==> src/rtl/cvxif_pkg.sv <==
`default_nettype none
// +----------------------------------------------------------------------+
// | cvxif_pkg : shared constants for the CV-X-IF convolution datapath    |
// | Revision  : 1.0                                                      |
// +----------------------------------------------------------------------+
package cvxif_pkg;

  // Systolic-array front end: one 3x3 window of signed int8 elements
  localparam int SA_LANES  = 9;
  localparam int SA_DATA_W = 8;

endpackage
`default_nettype wire

==> src/rtl/skew_lane.sv <==
`default_nettype none
// +----------------------------------------------------------------------+
// | skew_lane : DEPTH-stage data+valid shift register, bubbles zeroed    |
// | Revision  : 1.0                                                      |
// +----------------------------------------------------------------------+
module skew_lane #(
  parameter int DEPTH  = 1,
  parameter int DATA_W = 8
) (
  input  logic                     i_clk,
  input  logic                     i_rstn,
  input  logic                     i_clear,
  input  logic                     i_valid,
  input  logic signed [DATA_W-1:0] i_data,
  output logic signed [DATA_W-1:0] o_data,
  output logic                     o_valid
);

  logic signed [DATA_W-1:0] r_data [DEPTH];
  logic [DEPTH-1:0]         r_valid;

  always_ff @(posedge i_clk or negedge i_rstn) begin
    if (!i_rstn) begin
      for (int s = 0; s < DEPTH; s++) begin
        r_data[s] <= '0;
      end
      r_valid <= '0;
    end else if (i_clear) begin
      for (int s = 0; s < DEPTH; s++) begin
        r_data[s] <= '0;
      end
      r_valid <= '0;
    end else begin
      // Invalid cycles enter as zero so downstream MACs see a neutral operand
      r_data[0]  <= i_valid ? i_data : '0;
      r_valid[0] <= i_valid;
      for (int s = 1; s < DEPTH; s++) begin
        r_data[s]  <= r_data[s-1];
        r_valid[s] <= r_valid[s-1];
      end
    end
  end

  assign o_data  = r_data[DEPTH-1];
  assign o_valid = r_valid[DEPTH-1];

endmodule
`default_nettype wire

==> src/rtl/sa_input_skew.sv <==
`default_nettype none
// +----------------------------------------------------------------------+
// | sa_input_skew : diagonal skew buffer (lane k delayed k extra cycles) |
// | Revision      : 1.0                                                  |
// +----------------------------------------------------------------------+
module sa_input_skew
  import cvxif_pkg::*;
#(
  parameter int LANES  = SA_LANES,
  parameter int DATA_W = SA_DATA_W
) (
  input  logic                           i_clk,
  input  logic                           i_rstn,
  input  logic                           in_valid,
  input  logic                           in_last,
  input  logic signed [LANES*DATA_W-1:0] in_vec,
  input  logic                           i_clear,
  output logic signed [LANES*DATA_W-1:0] out_vec,
  output logic [LANES-1:0]               out_valid,
  output logic                           busy,
  output logic                           done
);

  localparam int CNT_W = (LANES > 1) ? $clog2(LANES) : 1;
  localparam logic [CNT_W-1:0] c_drain_load = CNT_W'(LANES - 1);

  typedef enum logic [1:0] {
    S_IDLE   = 2'd0,
    S_STREAM = 2'd1,
    S_DRAIN  = 2'd2
  } state_t;

  state_t           r_state;
  state_t           w_state_next;
  logic [CNT_W-1:0] r_cnt;
  logic [CNT_W-1:0] w_cnt_next;
  logic             w_accept;

  always_ff @(posedge i_clk or negedge i_rstn) begin
    if (!i_rstn) begin
      r_state <= S_IDLE;
      r_cnt   <= '0;
    end else begin
      r_state <= w_state_next;
      r_cnt   <= w_cnt_next;
    end
  end

  // Drain counter spans the extra LANES-1 cycles the deepest lane needs
  always_comb begin
    w_state_next = r_state;
    w_cnt_next   = r_cnt;
    if (i_clear) begin
      w_state_next = S_IDLE;
      w_cnt_next   = '0;
    end else begin
      case (r_state)
        S_IDLE, S_STREAM: begin
          if (in_valid) begin
            if (in_last) begin
              w_state_next = S_DRAIN;
              w_cnt_next   = c_drain_load;
            end else begin
              w_state_next = S_STREAM;
            end
          end
        end
        S_DRAIN: begin
          if (r_cnt == '0) begin
            w_state_next = S_IDLE;
          end else begin
            w_cnt_next = r_cnt - 1'b1;
          end
        end
        default: begin
          w_state_next = S_IDLE;
          w_cnt_next   = '0;
        end
      endcase
    end
  end

  always_comb begin
    busy     = (r_state != S_IDLE);
    done     = (r_state == S_DRAIN) && (r_cnt == '0);
    // Vectors issued while draining are dropped; lanes load a bubble instead
    w_accept = in_valid && (r_state != S_DRAIN);
  end

  for (genvar k = 0; k < LANES; k++) begin : g_lane
    skew_lane #(
      .DEPTH  (k + 1),
      .DATA_W (DATA_W)
    ) u_lane (
      .i_clk   (i_clk),
      .i_rstn  (i_rstn),
      .i_clear (i_clear),
      .i_valid (w_accept),
      .i_data  (in_vec[k*DATA_W +: DATA_W]),
      .o_data  (out_vec[k*DATA_W +: DATA_W]),
      .o_valid (out_valid[k])
    );
  end

endmodule
`default_nettype wire

==> config.mk <==
export PLATFORM = sky130hd
export DESIGN_NAME = sa_input_skew
export DESIGN_NICKNAME = d
export VERILOG_FILES = /design/src/rtl/cvxif_pkg.sv /design/src/rtl/skew_lane.sv /design/src/rtl/sa_input_skew.sv
export SDC_FILE = /design/constraint.sdc
export NUM_CORES = 1
export LEC_CHECK = 0
export BUFFER_PORTS_ARGS = -buffer_cell sky130_fd_sc_hd__clkbuf_2
export CAP_MARGIN = 30
export CORE_MARGIN = 5
export CORE_UTILIZATION = 45
export CTS_BUF_LIST = sky130_fd_sc_hd__clkbuf_2
export DETAILED_ROUTE_END_ITERATION = 6
export GPL_ROUTABILITY_DRIVEN = 0
export SLEW_MARGIN = 0
export SYNTH_ARGS = -nofsm -noshare
export SYNTH_HDL_FRONTEND = slang
export SYNTH_SLANG_ARGS = --single-unit
==> constraint.sdc <==
create_clock -name i_clk -period 3.5 [get_ports i_clk]
set_clock_uncertainty 0.15 [all_clocks]
set_input_delay 0.175 -clock i_clk [delete_from_list [all_inputs] [get_ports i_clk]]
set_output_delay 0.175 -clock i_clk [all_outputs]
set_load 0.03 [all_outputs]
Word-level counts from Yosys, hierarchy flattened
Index checks and enable logic that the tools add are counted.
{"block": "word_totals", "ff_bits": 411, "latch_bits": 0, "mem_bits_rw": 0, "rom_bits": 0, "inputBits": 77, "output_inout_bits": 83, "elab_cells": 109, "n_memories": 0}
{"block": "classes", "add_sub_neg": 1, "multipliers": 0, "div_mod_pow": 0, "magnitude_cmp": 0, "n_eq_ne": 7, "n_shift": 0, "muxes": 37, "bitwise": 0, "reduce_logical": 8}
{"cell": "8-bit two-way mux", "count": 11}
{"cell": "72-bit two-way mux", "count": 1}
{"cell": "64-bit two-way mux", "count": 1}
{"cell": "56-bit two-way mux", "count": 1}
{"cell": "48-bit two-way mux", "count": 1}
{"cell": "40-bit two-way mux", "count": 1}
{"cell": "32-bit two-way mux", "count": 1}
{"cell": "24-bit two-way mux", "count": 1}
{"cell": "4-bit two-way mux", "count": 5}
{"cell": "16-bit two-way mux", "count": 1}
{"cell": "2-bit two-way mux", "count": 5}
{"cell": "9-bit two-way mux", "count": 1}
{"cell": "3-bit != test (second input constant)", "count": 3}
{"cell": "4-bit case mux with 2 select lines", "count": 1}
{"cell": "7-bit two-way mux", "count": 1}
{"cell": "6-bit two-way mux", "count": 1}
{"cell": "5-bit two-way mux", "count": 1}
{"cell": "4-bit logical NOT", "count": 1}
{"cell": "2-bit case mux with 2 select lines", "count": 1}
{"cell": "4-bit by 1-bit subtractor with 4-bit output (second input constant)", "count": 1}
{"cell": "3-bit two-way mux", "count": 1}
{"cell": "3-bit by 2-bit != test with 1-bit output (second input constant)", "count": 1}
{"cell": "3-bit AND reduction", "count": 1}
{"cell": "2-bit by 1-bit equality test with 1-bit output (second input constant)", "count": 1}
{"cell": "8 further kinds", "count": 9}

Longest topological paths before layout
Gate-level depths: netlist of run 1.
{"block": "depth", "depth_word": 4, "ltp_mapped": 5, "ltp_nobuf": 5}

By module
From an unflattened synthesis of run 1, not the netlist that was laid out.
{"block": "hier_totals", "cells_unflattened": 947, "hier_area_um2": 14048.5}
{"mod": "skew_lane (g_lane[8].u_lane)", "n_inst": 1, "cells_each": 179, "area_per_inst_um2": 2761.4, "seq_area_each_um2": 2026.9}
{"mod": "skew_lane (g_lane[7].u_lane)", "n_inst": 1, "cells_each": 159, "area_per_inst_um2": 2369.8, "seq_area_each_um2": 1801.7}
{"mod": "skew_lane (g_lane[6].u_lane)", "n_inst": 1, "cells_each": 140, "area_per_inst_um2": 2083.2, "seq_area_each_um2": 1576.5}
{"mod": "skew_lane (g_lane[5].u_lane)", "n_inst": 1, "cells_each": 121, "area_per_inst_um2": 1800.5, "seq_area_each_um2": 1351.3}
{"mod": "skew_lane (g_lane[4].u_lane)", "n_inst": 1, "cells_each": 102, "area_per_inst_um2": 1514.0, "seq_area_each_um2": 1126.1}
{"mod": "skew_lane (g_lane[3].u_lane)", "n_inst": 1, "cells_each": 83, "area_per_inst_um2": 1227.4, "seq_area_each_um2": 900.9}
{"mod": "skew_lane (g_lane[2].u_lane)", "n_inst": 1, "cells_each": 64, "area_per_inst_um2": 940.9, "seq_area_each_um2": 675.6}
{"mod": "skew_lane (g_lane[1].u_lane)", "n_inst": 1, "cells_each": 45, "area_per_inst_um2": 673.1, "seq_area_each_um2": 450.4}
{"mod": "sa_input_skew", "n_inst": 1, "cells_each": 36, "area_per_inst_um2": 376.6, "seq_area_each_um2": 150.1}
{"mod": "skew_lane (g_lane[0].u_lane)", "n_inst": 1, "cells_each": 18, "area_per_inst_um2": 301.5, "seq_area_each_um2": 225.2}

Worst setup path after synthesis of run 1
No wires, ideal clock.
{"block": "synth_path", "path_type": "register to register", "start": "register r_cnt[0]", "end": "register r_state[1]", "setup_ns": 0.132, "arrival_time_ns": 1.278, "required_time_ns": 3.218, "slack_ns": 1.940, "path_stages_with_launch": 6, "n_path_buf": 0, "synth_period_minus_slack_ns": 1.560, "cell_sequence": "dfrtp_1 inv_1 ha_1 or3b_2 a2bb2oi_1 nor2_1"}
{"block": "synth_between", "elab_chain_cells": 3}
{"element": "start, declared", "line_no": "sa_input_skew.sv:35", "text": "logic [CNT_W-1:0] r_cnt;"}
{"element": "start signal, assigned", "line_no": "sa_input_skew.sv:45", "text": "r_cnt <= w_cnt_next;"}
{"element": "4-bit logical NOT", "line_no": "sa_input_skew.sv:69", "text": "if (r_cnt == '0) begin"}
{"element": "3-bit by 2-bit != test with 1-bit output (no source line)"}
{"element": "2-bit AND reduction (no source line)"}
{"element": "end signal, assigned", "line_no": "sa_input_skew.sv:44", "text": "r_state <= w_state_next;"}
{"element": "end, declared", "line_no": "sa_input_skew.sv:33", "text": "state_t r_state;"}
No other way between the ends.
A chain may end at the register's enable or synchronous reset.

Worst setup path in the final report of run 1
{"block": "layout_path", "start": "register r_state[1]", "end": "register g_lane[8].u_lane.r_data[67] in the netlist's numbering"}
{"block": "layout_between", "elab_chain_cells": 4}
{"element": "2-bit != test", "line_no": "sa_input_skew.sv:87", "text": "w_accept = in_valid && (r_state != S_DRAIN);"}
{"element": "1-bit logical AND", "line_no": "sa_input_skew.sv:87"}
{"element": "8-bit two-way mux", "line_no": "skew_lane.sv:35", "text": "r_data[0] <= i_valid ? i_data : '0;"}
{"element": "72-bit two-way mux", "line_no": "skew_lane.sv:28", "text": "end else if (i_clear) begin"}
{"element": "end signal, assigned by index", "line_no": "skew_lane.sv:38", "text": "r_data[s] <= r_data[s-1];"}
{"element": "end, declared", "line_no": "skew_lane.sv:19", "text": "logic signed [DATA_W-1:0] r_data [DEPTH];"}
No other way between the ends.

==> metrics, run 1 <==
syn nets 965; Max Transition Viols Final 0; Worst setup EP type flip-flop; half-perimeter wire length of the detailed placement result about 9300 um; critical path's slowest cell nor3b_4; maximum number of buffers from clock root to sink 3; chain of cells forming the critical path nor2b_1 > nor3b_4 > buf_4 > and2_1 > dlygate4sd3_1; number of sinks on the clock net roughly 380; core utilization of the finished layout 57.3%; largest fanout of any net on the critical path between 40 and 50; LEAKAGE 8.31 nW; first-pass GRT wire length 34,500 um; level count of the clock H-tree 3; via total after detailed routing between 6,000 and 7,000; Worst Path Class, Setup flip-flop to flip-flop; grt ovf 0; Worst Reg-to-Reg Cells 5; count of unresolved DRC violations after routing 0; most frequent cells after synthesis 375 x dfrtp_1, 293 x nor2b_1, 73 x buf_4, 72 x and2_1, 32 x clkbuf_1; number of gates resized after cts 0; cell count after synthesis 886; CP peak stage delay 0.71 ns; final routed wire length divided by cell count 12.2 um; floorplan die height ~180 um; top cell type's share of synthesized area between 70 and 80%; worst vdd ir around 0.00025 V; Antenna Violating Nets Remaining 0; most frequent cell after synthesis dfrtp_1; number of standard-cell rows in the floorplan 61; pin count of the biggest net entering global routing 200; worst flop-to-flop path startpoint r_state[1]; area of the die 31,500 sq um; total global-route track usage a little over an eighth; termination of the worst setup path g_lane[8].u_lane.r_data[67]; DR iter-0 viols 365; average vias per placed instance 4.12; share of the clock period used by the worst path 80.0%; leading cell types by total area after synthesis dfrtp_1 74%, nor2b_1 15%, buf_4 4.3%; part of the Yosys area used for sequential elements about three quarters; start point of the critical path r_state[1]; count of cell types in the netlist 31; status completed; Max-slew headroom 43.9%; aggregate negative setup slack 0 ns; number of synthesized flops with an enable pin 0; layout cells sized above 1 23.9%; final hold violation count 0; via count of the first global-routing pass 7,268; Data required, critical path 4.07 ns; Power Dens Cells 473 nW/um^2; total number of yosys warnings 0; asr flop ratio synth 100%; Area Growth Syn to Fin 25.8%; register bit count reported by yosys 375; hold crit path type input pin to flip-flop; Net count, final 1,290; fmax 0.357 GHz; number of I/O port buffers 159; worst hold path depth 5; flop-to-flop setup slack 0.70 ns; power after layout ~7.5 mW; Root Buffer Master clkbuf_2; max-capacitance violation count 0; most area-hungry cell type in the Yosys netlist dfrtp_1; Setup Slack @ Placement 1.19 ns; critical register-to-register path endpoint g_lane[8].u_lane.r_data[67]; Die X 177 um; number of I/O pins 160; transition at the pin with the smallest max-transition slack 0.840 ns; TritonCTS Buffers slightly above 90; Placeable Area 27,700 sq um; clock-pin slew of the registers on the worst-case setup and hold paths 0.10 ns; worst-skew pair later-pin latency 0.80 ns; initial core utilization 45.5%; synthesized area 12,600 sq um; critical path data arrival time 3.37 ns; Worst Setup Start Kind flip-flop; mean instance size in the synthesized netlist roughly 14 sq um; final setup vio count 0; setup repair after global routing missed its margin no; wire length after detailed routing 20,100 um; time the final worst path needs with I/O delays and setup 2.80 ns; TritonRoute pass-1 iters 4; clock tree from TritonCTS done; worst setup slack after layout between 0.7 and 0.8 ns; leading register cell type out of synthesis dfrtp_1; number of antenna violations at the first check in global routing 1
[metal layers]
metal | part of all wire [%] | GRT usage, % | vias up
met5 | 0 | 0 | -
met4 | 2.2 | 6.25 | 0
met3 | 8.3 | 5.86 | 40
met2 | 50 | 22.3 | 190
met1 | 40 | 15.4 | 3236
li1 | - | - | 3310
[final cells by class]
type | count | area, sq um
well taps | 378 | 473
clock buffers | 129 | 646
inverters | 3 | 11.3
repair buffers | 346 | 2740
multi-input cells | 394 | 2500
fillers | 2221 | 11800
diodes | 1 | 2.50
clock inverters | 20 | 105
flip-flops and latches | 375 | 9380
[power by group]
part | switching [mW] | leakage [nW] | internal, mW
Clock | 1.55 | 0.584 | 1.04
Combinational | 0.251 | 2.55 | 0.235
Sequential | 0.0184 | 5.18 | 4.40
[critical path: cells and delay by family, from the launching register on]
kind / cells / cell delay (ns)
buffers and inverters: 2 / 1.07
DFF: 1 / 0.44
and+or+nand+nor: 3 / 1.10
[metrics by stage]
stage / instances / area [sq um] / hold WS, ns
6_report: 1646 / 15900 / 0.216
5_1_grt: 1646 / 15900 / 0.116
4_1_cts: 1645 / 15900 / 0.0380
3_5_place_dp: 1315 / 13300 / 0.0980
3_3_place_gp: 1315 / 13300 / 0.0909
2_1_floorplan: 886 / 12600 / -0.271
[layout by cell type, fill, tap and decap left out, drive strengths merged, types with 2 or more instances in the layout]
master | Yosys | final
and2 | 72 | 72
and2b | 4 | 4
buf | 75 | 9
clkbuf | 39 | 286
clkinv | 0 | 16
dfrtp | 375 | 375
dlygate4sd3 | 0 | 180
ha | 2 | 2
inv | 3 | 5
nand2 | 2 | 2
nor2 | 2 | 2
nor2b | 293 | 293
nor3b | 2 | 2
o21ai | 2 | 2
[worst min-delay path by stage]
stage,end,from,slack [ns]
after floorplan,g_lane[0].u_lane.o_data[0],i_rstn,-0.27
after global placement,g_lane[7].u_lane.r_data[63],i_rstn,0.09
after detailed placement,g_lane[7].u_lane.r_data[63],i_rstn,0.1
after CTS,r_state[1],in_last,0.04
after global routing,r_state[1],in_last,0.12
final,r_state[1],in_last,0.22
[cell families (layout without fill, tap and decap cells)]
family / after synthesis / count (layout) / share of synthesized area [%]
XOR/XNOR: 1 / 1 / 0.0695
AO/OA/AOI/OAI: 10 / 10 / 0.546
buffers and inverters: 117 / 498 / 5.74
AND/OR/NAND/NOR: 381 / 381 / 19.0
other: 0 / 1 / 0
flip-flops: 375 / 375 / 74.4
adder cells (fa/ha/maj): 2 / 2 / 0.198
[timing repair]
item,CTS,global route
endpoints found under the setup margin,0,0
buffers inserted,0,0
hold buffers,181,0
hold endpoints to repair,551,0
[sequential cells by signal, indices dropped and copies added (netlist names)]
register,cells
g_lane.u_lane.r_data,288
g_lane.u_lane.o_data,72
r_cnt,4
r_state,2
g_lane.u_lane.r_valid,9
Power figures use the tool's default switching activity.
==> run 2, diff against run 1 <==
--- a/config.mk
+++ b/config.mk
@@ -12,6 +12,7 @@
 export CTS_BUF_LIST = sky130_fd_sc_hd__clkbuf_2
 export DETAILED_ROUTE_END_ITERATION = 6
 export GPL_ROUTABILITY_DRIVEN = 0
+export PLACE_DENSITY = 0.67
 export SLEW_MARGIN = 0
 export SYNTH_ARGS = -nofsm -noshare
 export SYNTH_HDL_FRONTEND = slang
==> constraint.sdc (replaced) <==
create_clock -name i_clk -period 2.5 [get_ports i_clk]
set_clock_uncertainty 0.15 [all_clocks]
set_input_delay 0.125 -clock i_clk [delete_from_list [all_inputs] [get_ports i_clk]]
set_output_delay 0.125 -clock i_clk [all_outputs]
set_load 0.03 [all_outputs]
==> run 2 against run 1 <==
  * Global-route usage up 1.2 points
  * Clock power up 49%
  * Sequential power up 40%
  * Core utilization up 2.0 points
  * Setup slack worse by 0.53 ns
  * Routed wire length up 8.3%
  * Clock-buffer cell count down 9
  * Power up 44%
  * Via count up 3.8%
  * Fmax up 20%
  * Sequential share of layout area down 2.0 points
==> metrics, run 2 (same netlist as run 1, synthesis figures left out) <==
Antenna Violating Nets Remaining 0 (unchanged); wire length after detailed routing 21,800 um (+8.3%); via total after detailed routing 7,033 (+3.8%); commonest non-fill, non-tap cells in the layout 375 x dfrtp_1, 292 x nor2b_1, 277 x clkbuf_2; cell depth of the worst setup path 5 (unchanged); pin count of the biggest net entering global routing 170 (-15%); maximum number of buffers from clock root to sink 3 (unchanged); Max Transition Viols Final 0 (unchanged); count of buffer and inverter cells on the critical path 2 (unchanged); clock-pin slew of the registers on the worst-case setup and hold paths 0.11 ns (about the same); worst flop-to-flop path startpoint r_state[1]; level count of the clock H-tree 3 (unchanged); transition at the pin with the smallest max-transition slack 0.670 ns (-0.170 ns); termination of the worst setup path g_lane[2].u_lane.r_data[21]; Worst setup EP type flip-flop; half-perimeter wire length of the detailed placement result 9810 um (+6.0%); count of unresolved DRC violations after routing 0 (unchanged); critical path data arrival time 2.94 ns (-0.43 ns); register with the highest flop count g_lane.u_lane.r_data; number of antenna violations at the first check in global routing 2 (+1); average vias per placed instance 4.15 (+0.73%); layout cells sized above 1 23.0% (-0.95 points); met3 routed wirelength 1480 um (-11%); hold crit path type input pin to flip-flop; initial core utilization 45.5% (unchanged); largest fanout of any net on the critical path 73 (+52%); delay-heaviest family, CP buffers and inverters; final setup vio count 0 (unchanged); via count of the first global-routing pass 7,772 (+6.9%); most frequent standard cell in the layout excluding fill and tap cells dfrtp_1; Placeable Area 27,700 sq um (unchanged); Met1 Wirelength 8440 um (+5.5%); number of I/O pins 160 (unchanged); top layer reached by signal wires met4; grt ovf 0 (unchanged); Data required, critical path 3.11 ns (-0.96 ns); Net count, final 1,338 (+3.7%); Worst Setup Start Kind flip-flop; status completed; critical register-to-register path endpoint g_lane[2].u_lane.r_data[21]; worst-skew pair later-pin latency 0.84 ns (+0.04 ns); chain of cells forming the critical path nor2b_2 > nor3b_4 > buf_6 > and2_1 > dlygate4sd3_1; Area Growth Syn to Fin 30.2%; area of the die 31,500 sq um (unchanged); worst vdd ir 0.000312 V (+27%); flop-to-flop setup slack 0.17 ns (-0.53 ns); power after layout 10.8 mW (+44%); Max-slew headroom 55.3% (+11 points); share of the clock period used by the worst path 93.1% (+13 points); Die X 177 um (unchanged); floorplan die height 177 um (unchanged); aggregate negative setup slack 0 ns (unchanged); TritonRoute pass-1 iters 4 (unchanged); number of I/O port buffers 159 (unchanged); total global-route track usage 14.8% (+1.2 points); setup repair after global routing missed its margin no; Root Buffer Master clkbuf_2; routed length on met2 11,400 um (+14%); Worst Path Class, Setup flip-flop to flip-flop; CP peak stage delay 0.61 ns (-0.10 ns); number of standard-cell rows in the floorplan 61 (unchanged); time the final worst path needs with I/O delays and setup 2.33 ns (-0.472 ns); Power Dens Cells 657 nW/um^2 (+39%); start point of the critical path r_state[1]; number of sinks on the clock net 375 (unchanged); TritonCTS Buffers 90 (-1.1%); clock tree from TritonCTS done; final routed wire length divided by cell count 12.9 um (+5.1%); critical path's slowest cell dlygate4sd3_1; post-route worst hold slack 0.145 ns (-0.0714 ns); fmax 0.430 GHz (+20%); flip-flop count of the largest register, all copies and words added 288 (unchanged); Worst Reg-to-Reg Cells 5 (unchanged); final hold violation count 0 (unchanged); DR iter-0 viols 267 (-27%); LEAKAGE 8.63 nW (+3.8%); first-pass GRT wire length 37,400 um (+8.3%); max-capacitance violation count 0 (unchanged)
[run 2: cell types whose count changed in the layout (fill, tap and decap cells not counted), sizes merged]
cell / delta
clkinvlp: -1
dlygate4sd3: +45
clkinv: +8
inv: -1
bufinv: +2
diode: +2
clkbuf: -9
buf: +4
[run 2: repair_timing]
item	in CTS	in global routing
hold buffers	225	0
gates resized for setup	0	2
hold endpoints to repair	750	0
setup buffers	0	0
setup endpoints to repair	0	11
[run 2: routing by layer]
| metal | global-route usage (%) | vias up |
|---|---|---|
| met5 | 0 | - |
| met4 | 6.35 | 0 |
| met3 | 5.22 | 46 |
| met2 | 25.3 | 194 |
| met1 | 16.7 | 3386 |
| li1 | - | 3407 |
[run 2: worst min-delay path by stage]
stage | from | endpoint | slack, ns | cells past startpoint
floorplan | i_rstn | g_lane[0].u_lane.o_data[0] | -0.32 | 0
global route | in_last | r_state[1] | 0.09 | 5
CTS | in_last | r_state[1] | 0.03 | 5
finish | in_last | r_state[1] | 0.15 | 5
global placement | i_rstn | g_lane[0].u_lane.o_data[0] | 0.01 | 1
detailed placement | i_rstn | g_lane[0].u_lane.o_data[0] | 0.02 | 1
[run 2: layout make-up]
| cell class | count | area (sq um) |
|---|---|---|
| multi-input combinational | 394 | 2500 |
| clock inverter | 28 | 204 |
| fill | 2156 | 11300 |
| clock buffer | 120 | 601 |
| timing repair buffer | 395 | 3230 |
| antenna | 3 | 7.51 |
| tap | 378 | 473 |
| inverter | 3 | 11.3 |
| sequential | 375 | 9380 |
[run 2: tightest hold or removal path, delay by kind of cell]
kind	cells	cell delay, ns
buffers and inverters	2	0.68
AND/OR/NAND/NOR	2	0.14
AO/OA/AOI/OAI	1	0.13
[run 2: metrics by stage]
stage | instance area [sq um] | utilization (%) | setup WS, ns | std cells
after floorplan | 12600 | - | 0.940 | 886
after global placement | 13300 | 48.2 | 0.771 | 1320
after detailed placement | 13300 | 48.2 | 0.716 | 1320
after CTS | 16400 | 59.2 | 0.0304 | 1693
after global routing | 16400 | 59.2 | 0.0643 | 1695
final | 16400 | 59.2 | 0.173 | 1696
[run 2: where the power goes]
part / switching [mW] / internal, mW / leakage (nW)
Combinational: 0.367 / 0.371 / 2.86
Sequential: 0.0300 / 6.17 / 5.18
Clock: 2.24 / 1.61 / 0.591
Total: 2.64 / 8.15 / 8.63
